--- config.mk ---
export PLATFORM = sky130hd
export DESIGN_NAME = mips_mc_core_flat
export DESIGN_NICKNAME = d
export VERILOG_FILES = /design/src/rtl/mips_mc_core_if.sv /design/src/rtl/mips_mc_core.sv /design/src/flat_wrapper.sv
export SDC_FILE = /design/constraint.sdc
export NUM_CORES = 2
export LEC_CHECK = 0
export BUFFER_PORTS_ARGS = -buffer_cell sky130_fd_sc_hd__buf_2
export CAP_MARGIN = 10
export CORE_MARGIN = 2
export CORE_UTILIZATION = 40
export CTS_BUF_LIST = sky130_fd_sc_hd__clkbuf_4
export CTS_CLUSTER_SIZE = 40
export DETAILED_ROUTE_END_ITERATION = 6
export GPL_TIMING_DRIVEN = 0
export PLACE_DENSITY = 0.68
export SYNTH_ARGS = -nofsm -noshare
export SYNTH_HDL_FRONTEND = slang
export SYNTH_SLANG_ARGS = --single-unit
--- constraint.sdc ---
create_clock -name clk_i -period 3.76 [get_ports clk_i]
set_input_delay 0.188 -clock clk_i [delete_from_list [all_inputs] [get_ports clk_i]]
set_output_delay 0.188 -clock clk_i [all_outputs]
set_load 0.02 [all_outputs]
--- src/rtl/mips_mc_core_if.sv ---
// rtl/mips_mc_core_if.sv - unified instruction/data memory port of mips_mc_core
interface mips_mc_core_if #(
  parameter int ADDR_WIDTH = 32
);
  logic                  mem_req;
  logic                  mem_we;
  logic [ADDR_WIDTH-1:0] mem_addr;
  logic [31:0]           mem_wdata;
  logic                  mem_ready;
  logic [31:0]           mem_rdata;

  modport master (
    output mem_req, mem_we, mem_addr, mem_wdata,
    input  mem_ready, mem_rdata
  );

  modport slave (
    input  mem_req, mem_we, mem_addr, mem_wdata,
    output mem_ready, mem_rdata
  );
endinterface

--- src/rtl/mips_mc_core.sv ---
// rtl/mips_mc_core.sv - multi-cycle MIPS core, optional perf counters under MIPS_MC_PERF_CNT_EN
module mips_mc_core #(
  parameter int                    ADDR_WIDTH = 32,
  parameter logic [ADDR_WIDTH-1:0] RESET_PC   = '0,
  parameter int                    DATA_WIDTH = 32
) (
  input  logic           clk_i,
  input  logic           rst_i,
  mips_mc_core_if.master mem_if,
  output logic           trap_o,
  output logic [2:0]     state_dbg_o
`ifdef MIPS_MC_PERF_CNT_EN
  ,
  output logic [31:0]    cycle_cnt_o,
  output logic [31:0]    instret_cnt_o
`endif
);

  if (DATA_WIDTH != 32) begin : g_bad_data_width
    $error("mips_mc_core: DATA_WIDTH must be 32");
  end
  if (ADDR_WIDTH < 26 || ADDR_WIDTH > 32) begin : g_bad_addr_width
    $error("mips_mc_core: ADDR_WIDTH must be 26..32");
  end

  typedef enum logic [2:0] {
    S_FETCH = 3'd0, S_DECODE = 3'd1, S_EXEC = 3'd2,
    S_MEM = 3'd3, S_WB = 3'd4, S_TRAP = 3'd5
  } state_t;

  localparam logic [5:0] OP_RTYPE = 6'h00, OP_J = 6'h02, OP_BEQ = 6'h04;
  localparam logic [5:0] OP_ADDI = 6'h08, OP_LW = 6'h23, OP_SW = 6'h2B;
  localparam logic [5:0] FN_SLL = 6'h00, FN_SRL = 6'h02, FN_ADD = 6'h20, FN_SUB = 6'h22;
  localparam logic [5:0] FN_AND = 6'h24, FN_OR = 6'h25, FN_SLT = 6'h2A;

  state_t                state_q, state_d;
  logic [ADDR_WIDTH-1:0] pc_q, pc_d;
  logic [31:0]           ir_q, ir_d, a_q, a_d, b_q, b_d, alu_q, alu_d, mdr_q, mdr_d;
  logic [31:0]           rf_q [32];
  logic                  rst_hold_q;
  logic                  rf_we;
  logic [4:0]            rf_waddr;
  logic [31:0]           rf_wdata;
  logic                  retire;
  logic                  rtype_ok;
  logic                  legal;
  logic [31:0]           r_result;
  logic [31:0]           jmp_tmp;

  logic [5:0]  op, funct;
  logic [4:0]  rs, rt, rd, shamt;
  logic [31:0] imm_sext, ea_sum;

  assign op       = ir_q[31:26];
  assign rs       = ir_q[25:21];
  assign rt       = ir_q[20:16];
  assign rd       = ir_q[15:11];
  assign shamt    = ir_q[10:6];
  assign funct    = ir_q[5:0];
  assign imm_sext = {{16{ir_q[15]}}, ir_q[15:0]};
  assign ea_sum   = a_q + imm_sext;

  assign trap_o      = (state_q == S_TRAP);
  assign state_dbg_o = state_q;

  // R-type ALU result and funct legality
  always_comb begin
    rtype_ok = 1'b1;
    r_result = '0;
    case (funct)
      FN_ADD:  r_result = a_q + b_q;
      FN_SUB:  r_result = a_q - b_q;
      FN_AND:  r_result = a_q & b_q;
      FN_OR:   r_result = a_q | b_q;
      FN_SLT:  r_result = {31'b0, $signed(a_q) < $signed(b_q)};
      FN_SLL:  r_result = b_q << shamt;
      FN_SRL:  r_result = b_q >> shamt;
      default: rtype_ok = 1'b0;
    endcase
    legal = (op == OP_RTYPE) ? rtype_ok :
            (op == OP_ADDI || op == OP_LW || op == OP_SW || op == OP_BEQ || op == OP_J);
  end

  // next-state, datapath updates and memory port drive
  always_comb begin
    state_d          = state_q;
    pc_d             = pc_q;
    ir_d             = ir_q;
    a_d              = a_q;
    b_d              = b_q;
    alu_d            = alu_q;
    mdr_d            = mdr_q;
    rf_we            = 1'b0;
    rf_waddr         = '0;
    rf_wdata         = '0;
    retire           = 1'b0;
    jmp_tmp          = 32'(pc_q);
    mem_if.mem_req   = 1'b0;
    mem_if.mem_we    = 1'b0;
    mem_if.mem_addr  = pc_q;
    mem_if.mem_wdata = '0;
    case (state_q)
      S_FETCH: begin
        // one idle cycle after reset so a pending access is dropped cleanly
        mem_if.mem_req = !rst_hold_q;
        if (!rst_hold_q && mem_if.mem_ready) begin
          ir_d    = mem_if.mem_rdata;
          pc_d    = pc_q + 1'b1;
          state_d = S_DECODE;
        end
      end
      S_DECODE: begin
        a_d     = rf_q[rs];
        b_d     = rf_q[rt];
        state_d = legal ? S_EXEC : S_TRAP;
      end
      S_EXEC: begin
        case (op)
          OP_RTYPE: begin alu_d = r_result;       state_d = S_WB; end
          OP_ADDI:  begin alu_d = ea_sum;         state_d = S_WB; end
          OP_LW, OP_SW: begin
            alu_d   = 32'(ADDR_WIDTH'(ea_sum));
            state_d = S_MEM;
          end
          OP_BEQ: begin
            if (a_q == b_q) pc_d = pc_q + ADDR_WIDTH'(imm_sext);
            retire  = 1'b1;
            state_d = S_FETCH;
          end
          OP_J: begin
            jmp_tmp[25:0] = ir_q[25:0];
            pc_d          = ADDR_WIDTH'(jmp_tmp);
            retire        = 1'b1;
            state_d       = S_FETCH;
          end
          default: state_d = S_TRAP;
        endcase
      end
      S_MEM: begin
        mem_if.mem_req   = 1'b1;
        mem_if.mem_we    = (op == OP_SW);
        mem_if.mem_addr  = ADDR_WIDTH'(alu_q);
        mem_if.mem_wdata = b_q;
        if (mem_if.mem_ready) begin
          if (op == OP_SW) begin
            retire  = 1'b1;
            state_d = S_FETCH;
          end else begin
            mdr_d   = mem_if.mem_rdata;
            state_d = S_WB;
          end
        end
      end
      S_WB: begin
        rf_we   = 1'b1;
        retire  = 1'b1;
        state_d = S_FETCH;
        if (op == OP_RTYPE) begin
          rf_waddr = rd;
          rf_wdata = alu_q;
        end else begin
          rf_waddr = rt;
          rf_wdata = (op == OP_LW) ? mdr_q : alu_q;
        end
      end
      default: state_d = S_TRAP;
    endcase
  end

  // architectural and pipeline-register state
  always_ff @(posedge clk_i) begin
    if (rst_i) begin
      state_q    <= S_FETCH;
      pc_q       <= RESET_PC;
      ir_q       <= '0;
      a_q        <= '0;
      b_q        <= '0;
      alu_q      <= '0;
      mdr_q      <= '0;
      rst_hold_q <= 1'b1;
      for (int i = 0; i < 32; i++) rf_q[i] <= '0;
    end else begin
      state_q    <= state_d;
      pc_q       <= pc_d;
      ir_q       <= ir_d;
      a_q        <= a_d;
      b_q        <= b_d;
      alu_q      <= alu_d;
      mdr_q      <= mdr_d;
      rst_hold_q <= 1'b0;
      if (rf_we && rf_waddr != 5'd0) rf_q[rf_waddr] <= rf_wdata;
    end
  end

`ifdef MIPS_MC_PERF_CNT_EN
  // free-running cycle and retired-instruction counters
  always_ff @(posedge clk_i) begin
    if (rst_i) begin
      cycle_cnt_o   <= '0;
      instret_cnt_o <= '0;
    end else begin
      if (state_q != S_TRAP) cycle_cnt_o <= cycle_cnt_o + 32'd1;
      if (retire) instret_cnt_o <= instret_cnt_o + 32'd1;
    end
  end
`endif

endmodule

--- src/flat_wrapper.sv ---
// flat-port wrapper written by rule: the top's interface ports become plain ports
module mips_mc_core_flat 
#(
  parameter int                    ADDR_WIDTH = 32,
  parameter logic [ADDR_WIDTH-1:0] RESET_PC   = '0,
  parameter int                    DATA_WIDTH = 32
)
  (clk_i, rst_i, trap_o, state_dbg_o, mem_if_mem_req, mem_if_mem_we, mem_if_mem_addr, mem_if_mem_wdata, mem_if_mem_ready, mem_if_mem_rdata);
  mips_mc_core_if #(.ADDR_WIDTH(ADDR_WIDTH)) mem_if_i ();
  input  logic clk_i;
  input  logic rst_i;
  output logic trap_o;
  output logic [2:0] state_dbg_o;
  output wire logic [$bits(mem_if_i.mem_req)-1:0] mem_if_mem_req;
  output wire logic [$bits(mem_if_i.mem_we)-1:0] mem_if_mem_we;
  output wire logic [$bits(mem_if_i.mem_addr)-1:0] mem_if_mem_addr;
  output wire logic [$bits(mem_if_i.mem_wdata)-1:0] mem_if_mem_wdata;
  input wire logic [$bits(mem_if_i.mem_ready)-1:0] mem_if_mem_ready;
  input wire logic [$bits(mem_if_i.mem_rdata)-1:0] mem_if_mem_rdata;
  assign mem_if_mem_req = mem_if_i.mem_req;
  assign mem_if_mem_we = mem_if_i.mem_we;
  assign mem_if_mem_addr = mem_if_i.mem_addr;
  assign mem_if_mem_wdata = mem_if_i.mem_wdata;
  assign mem_if_i.mem_ready = mem_if_mem_ready;
  assign mem_if_i.mem_rdata = mem_if_mem_rdata;
  mips_mc_core #(.ADDR_WIDTH(ADDR_WIDTH), .RESET_PC(RESET_PC), .DATA_WIDTH(DATA_WIDTH)) u_core (.clk_i(clk_i), .rst_i(rst_i), .mem_if(mem_if_i), .trap_o(trap_o), .state_dbg_o(state_dbg_o));
endmodule
==> impl_table.tex <==
\begin{tabular}{lr}
\hline
Metric & Value \\
\hline
\multicolumn{2}{l}{\textbf{Clock network}} \\
Master cell of the clock root buffer & sky130\_fd\_sc\_hd\_\_clkbuf\_4 \\
Clock tree from TritonCTS & done \\
Clock network latency to the later pin of the worst-skew pair & 1.37 ns \\
Clock sink count & 1,220 \\
Clock buffers created by TritonCTS & 337 \\
Clock input transition at the sequential cells of the worst setup and hold paths & 0.08 ns \\
Clock Path Buffers & 4 \\
\# H-tree levels & 5 \\
\multicolumn{2}{l}{\textbf{Setup path}} \\
Data required, critical path & 4.86 ns \\
Category of the most critical setup path & reg -> reg \\
Crit Path Max Fanout & 10 \\
Kind of capture point of the worst setup path & flop \\
Worst setup SP type & flop \\
CP arrival & 5.01 ns \\
\multicolumn{2}{l}{\textbf{Layout}} \\
Fill cell total of the finished layout & 16,100 \\
Post-synthesis to final-layout area growth & 16.1\% \\
Final Instance Area & 83,700 um2 \\
Share of cells above drive strength 1 & 29.2\% \\
Final net count & 6,897 \\
\multicolumn{2}{l}{\textbf{Synthesis}} \\
Most frequent cell after synthesis & sky130\_fd\_sc\_hd\_\_nor2\_1 \\
Share of the synthesized area in the top cell type & 42.7\% \\
Number of warnings issued by yosys & 0 \\
Share of the yosys chip area belonging to registers & 48.1\% \\
Post-synthesis register bit count & 1,220 \\
Most instantiated cells after synthesis & sky130\_fd\_sc\_hd\_\_nor2\_1, sky130\_fd\_sc\_hd\_\_edfxtp\_1, sky130\_fd\_sc\_hd\_\_mux4\_2, sky130\_fd\_sc\_hd\_\_nand2\_1, sky130\_fd\_sc\_hd\_\_clkbuf\_1 \\
Number of synthesized flops with an enable pin & 1,024 \\
Post-synth top area cell & sky130\_fd\_sc\_hd\_\_edfxtp\_1 \\
Avg Synthesized Cell Area & 11.9 um2 \\
Post-synthesis cell area & $\sim$72,000 um2 \\
Proportion of register bits with asynchronous set or reset after synthesis & 0\% \\
Leading post-synthesis cells by cell area & sky130\_fd\_sc\_hd\_\_edfxtp\_1, sky130\_fd\_sc\_hd\_\_mux4\_2, sky130\_fd\_sc\_hd\_\_nor2\_1 \\
Number of different library cells in the post-synthesis netlist & 90 \\
Post-synthesis instance total & 6,034 \\
Most used flip-flop cell after synthesis & sky130\_fd\_sc\_hd\_\_edfxtp\_1 \\
\multicolumn{2}{l}{\textbf{Pwr}} \\
Relative contribution of the clock network to total power & 24.7\% \\
Leakage dissipation & between 20 and 30 nW \\
Cell area power density & 576 nW/um2 \\
Proportion of total power due to net switching & between 40\% and 50\% \\
VDD IR max & 0.353 mV \\
Part of the power in registers & 36.0\% \\
Net Switching & 19.7 mW \\
Combinational Power Share & 39.3\% \\
Internal power contribution & about 28 mW \\
\multicolumn{2}{l}{\textbf{Floorplanning}} \\
Horizontal die dimension & 428 um \\
Vertical die dimension & 428 um \\
Core area & 179,000 um2 \\
Top Ports & between 100 and 150 \\
Num rows & 155 \\
Initial standard-cell utilization of the core & between 40\% and 50\% \\
Floorplan die area & roughly 180,000 um2 \\
\multicolumn{2}{l}{\textbf{Placed design}} \\
Post-place instance area & roughly 76,000 um2 \\
Minimum setup slack after placement & -1.89 ns \\
\# port buffers & 104 \\
Final HPWL from detailed placement & roughly 230,000 um \\
Gp weighted congestion & 1.02 \\
\multicolumn{2}{l}{\textbf{Flow run}} \\
Max Cap Violations & 0 \\
\multicolumn{2}{l}{\textbf{GRT}} \\
Initial antenna violation count & 19 \\
Combined global-route utilization of all metal layers & between 30\% and 40\% \\
Aggregate global routing overflow & 0 \\
Maximum number of pins on one net before global-route repair & 33 \\
Global-route wire length before repair & 417,000 um \\
Vias in the first global route & 58,100 \\
\multicolumn{2}{l}{\textbf{Outcome}} \\
Failing checks & setup timing \\
Status & complete, but fails checks \\
\multicolumn{2}{l}{\textbf{Timing}} \\
Share of the cycle needed by the critical path after routing & 104\% \\
Final setup skew & 0.204 ns \\
Transition time at the pin with the least slew margin & 1.33 ns \\
Setup slack of the critical path after layout & -0.147 ns \\
Final-report max-slew violation count & 0 \\
Sum of negative setup slack & -1.35 ns \\
Final worst path period need & 3.91 ns \\
Unrepaired setup endpoints after global routing & yes \\
Hold violation total from the final report & 0 \\
Fmax & $\sim$260 MHz \\
Setup violators final & 37 \\
Max-slew headroom & 11.2\% \\
\multicolumn{2}{l}{\textbf{Drt}} \\
Residual antenna-violating net count after detailed routing & 0 \\
Vias per Instance & roughly 6.4 \\
DR vias & 59,300 \\
First-iteration detailed-routing DRC count & slightly above 9,000 \\
Avg WL per Cell & 32.5 um \\
Number of iterations in the first detailed-routing pass & 6 \\
Residual DRC count & 0 \\
Drt total wl & 301,000 um \\
\multicolumn{2}{l}{\textbf{Worst hold path}} \\
Class of the most critical hold timing path & in -> reg \\
\hline
\end{tabular}
[timing repair]
action                                  CTS  global route
cloned                                   11             2
resized for setup                       411           335
buffers inserted                         43            26
setup endpoints to repair              2175          1943
hold buffers                             77             0
pin swaps                                22            23
endpoints found under the hold margin    86             0
[path summary, 6_finish.rpt]
check | slack (ns) | depth (start not counted) | endpoint | startpoint
worst max-delay path | -0.15 | 7 | u_core.a_q[31]$_SDFFE_PP0N_ | u_core.ir_q[22]$_SDFFE_PP0P_
worst min-delay path | 0.14 | 5 | u_core.mdr_q[31]$_SDFFE_PP0P_ | mem_if_mem_ready
worst max register to register | -0.15 | 7 | u_core.a_q[31]$_SDFFE_PP0N_ | u_core.ir_q[22]$_SDFFE_PP0P_
worst min register to register | 0.46 | 2 | u_core.mdr_q[26]$_SDFFE_PP0P_ | u_core.mdr_q[26]$_SDFFE_PP0P_
[routing by layer]
metal | share of wire (%) | up-vias | track usage [%]
li1 | - | 24300 | -
met1 | 35 | 29800 | 39.2
met2 | 46 | 4418 | 50.4
met3 | 13 | 870 | 9.30
met4 | 6.6 | 24 | 17.7
met5 | 0.063 | - | 0
[final cells by class]
class / instances / area [um2] / share of cell area [%]
sequential: 1220 / 34800 / 41.6
inverter: 129 / 512 / 0.612
clock inverter: 60 / 320 / 0.383
tap: 2355 / 2950 / 3.52
multi-input combinational: 4177 / 36100 / 43.1
clock buffer: 488 / 3660 / 4.38
antenna: 14 / 35.0 / 0.0419
buffer: 536 / 2610 / 3.12
timing repair buffer: 281 / 2700 / 3.23
[power groups by stage]
stage          Sequential, mW  Clock [mW]  Combinational, mW
4_1_cts                  17.2        11.9               17.6
2_1_floorplan            16.3           0               10.6
6_report                 17.3        11.9               18.9
3_5_place_dp             17.4           0               16.6
3_3_place_gp             17.4           0               16.5
5_1_grt                  17.3        12.6               19.6
[flip-flops by register name (all words and copies together) (netlist names)]
| signal | count |
|---|---|
| u_core.state_dbg_o | 3 |
| u_core.a_q | 32 |
| u_core.mdr_q | 32 |
| u_core.rst_hold_q | 1 |
| u_core.rf_q | 1024 |
| u_core.alu_q | 32 |
| u_core.pc_q | 32 |
| u_core.b_q | 32 |
| u_core.ir_q | 32 |
[through the flow]
stage	hold WS, ns	utilization, %	instances	total power, mW
final	0.144	46.8	9260	48.2
after global routing	0.110	46.8	9252	49.5
after CTS	0.00457	46.4	9222	46.7
after detailed placement	0.346	42.7	8551	34.1
after global placement	0.359	42.3	8524	33.9
after floorplan	0.216	-	6065	26.9
[cells by family after synthesis]
logic type / synth area share (%)
AND/OR/NAND/NOR: 11.9
other: 0.00521
AO/OA/AOI/OAI: 8.47
XOR/XNOR: 0.657
multiplexers: 24.0
buffers and inverters: 3.66
adder cells (fa/ha/maj): 3.18
flip-flops: 48.1
[placed cells by master, fill, tap and decap left out, types with 102 or more instances in the layout]
| cell type | instances |
|---|---|
| sky130_fd_sc_hd__mux2i_1 | 129 |
| sky130_fd_sc_hd__mux4_2 | 679 |
| sky130_fd_sc_hd__clkbuf_1 | 246 |
| sky130_fd_sc_hd__o21ai_0 | 151 |
| sky130_fd_sc_hd__clkbuf_2 | 141 |
| sky130_fd_sc_hd__clkbuf_4 | 511 |
| sky130_fd_sc_hd__nand2_1 | 433 |
| sky130_fd_sc_hd__a21oi_1 | 276 |
| sky130_fd_sc_hd__nor2_1 | 1298 |
| sky130_fd_sc_hd__a211oi_1 | 102 |
| sky130_fd_sc_hd__ha_1 | 163 |
| sky130_fd_sc_hd__inv_1 | 119 |
| sky130_fd_sc_hd__edfxtp_1 | 1024 |
| sky130_fd_sc_hd__dfxtp_1 | 140 |
| sky130_fd_sc_hd__buf_2 | 163 |
[worst max-delay path: stages, from the launching register on]
cell and delay (ns):
sky130_fd_sc_hd__dfxtp_1 0.48, sky130_fd_sc_hd__clkbuf_1 0.46, sky130_fd_sc_hd__clkbuf_1 0.77, sky130_fd_sc_hd__clkbuf_1 0.57, sky130_fd_sc_hd__mux4_2 0.44, sky130_fd_sc_hd__mux4_2 0.49
sky130_fd_sc_hd__mux2i_1 0.39, sky130_fd_sc_hd__a211oi_1 0.14
Note: power is estimated with default switching activity, not from simulation.
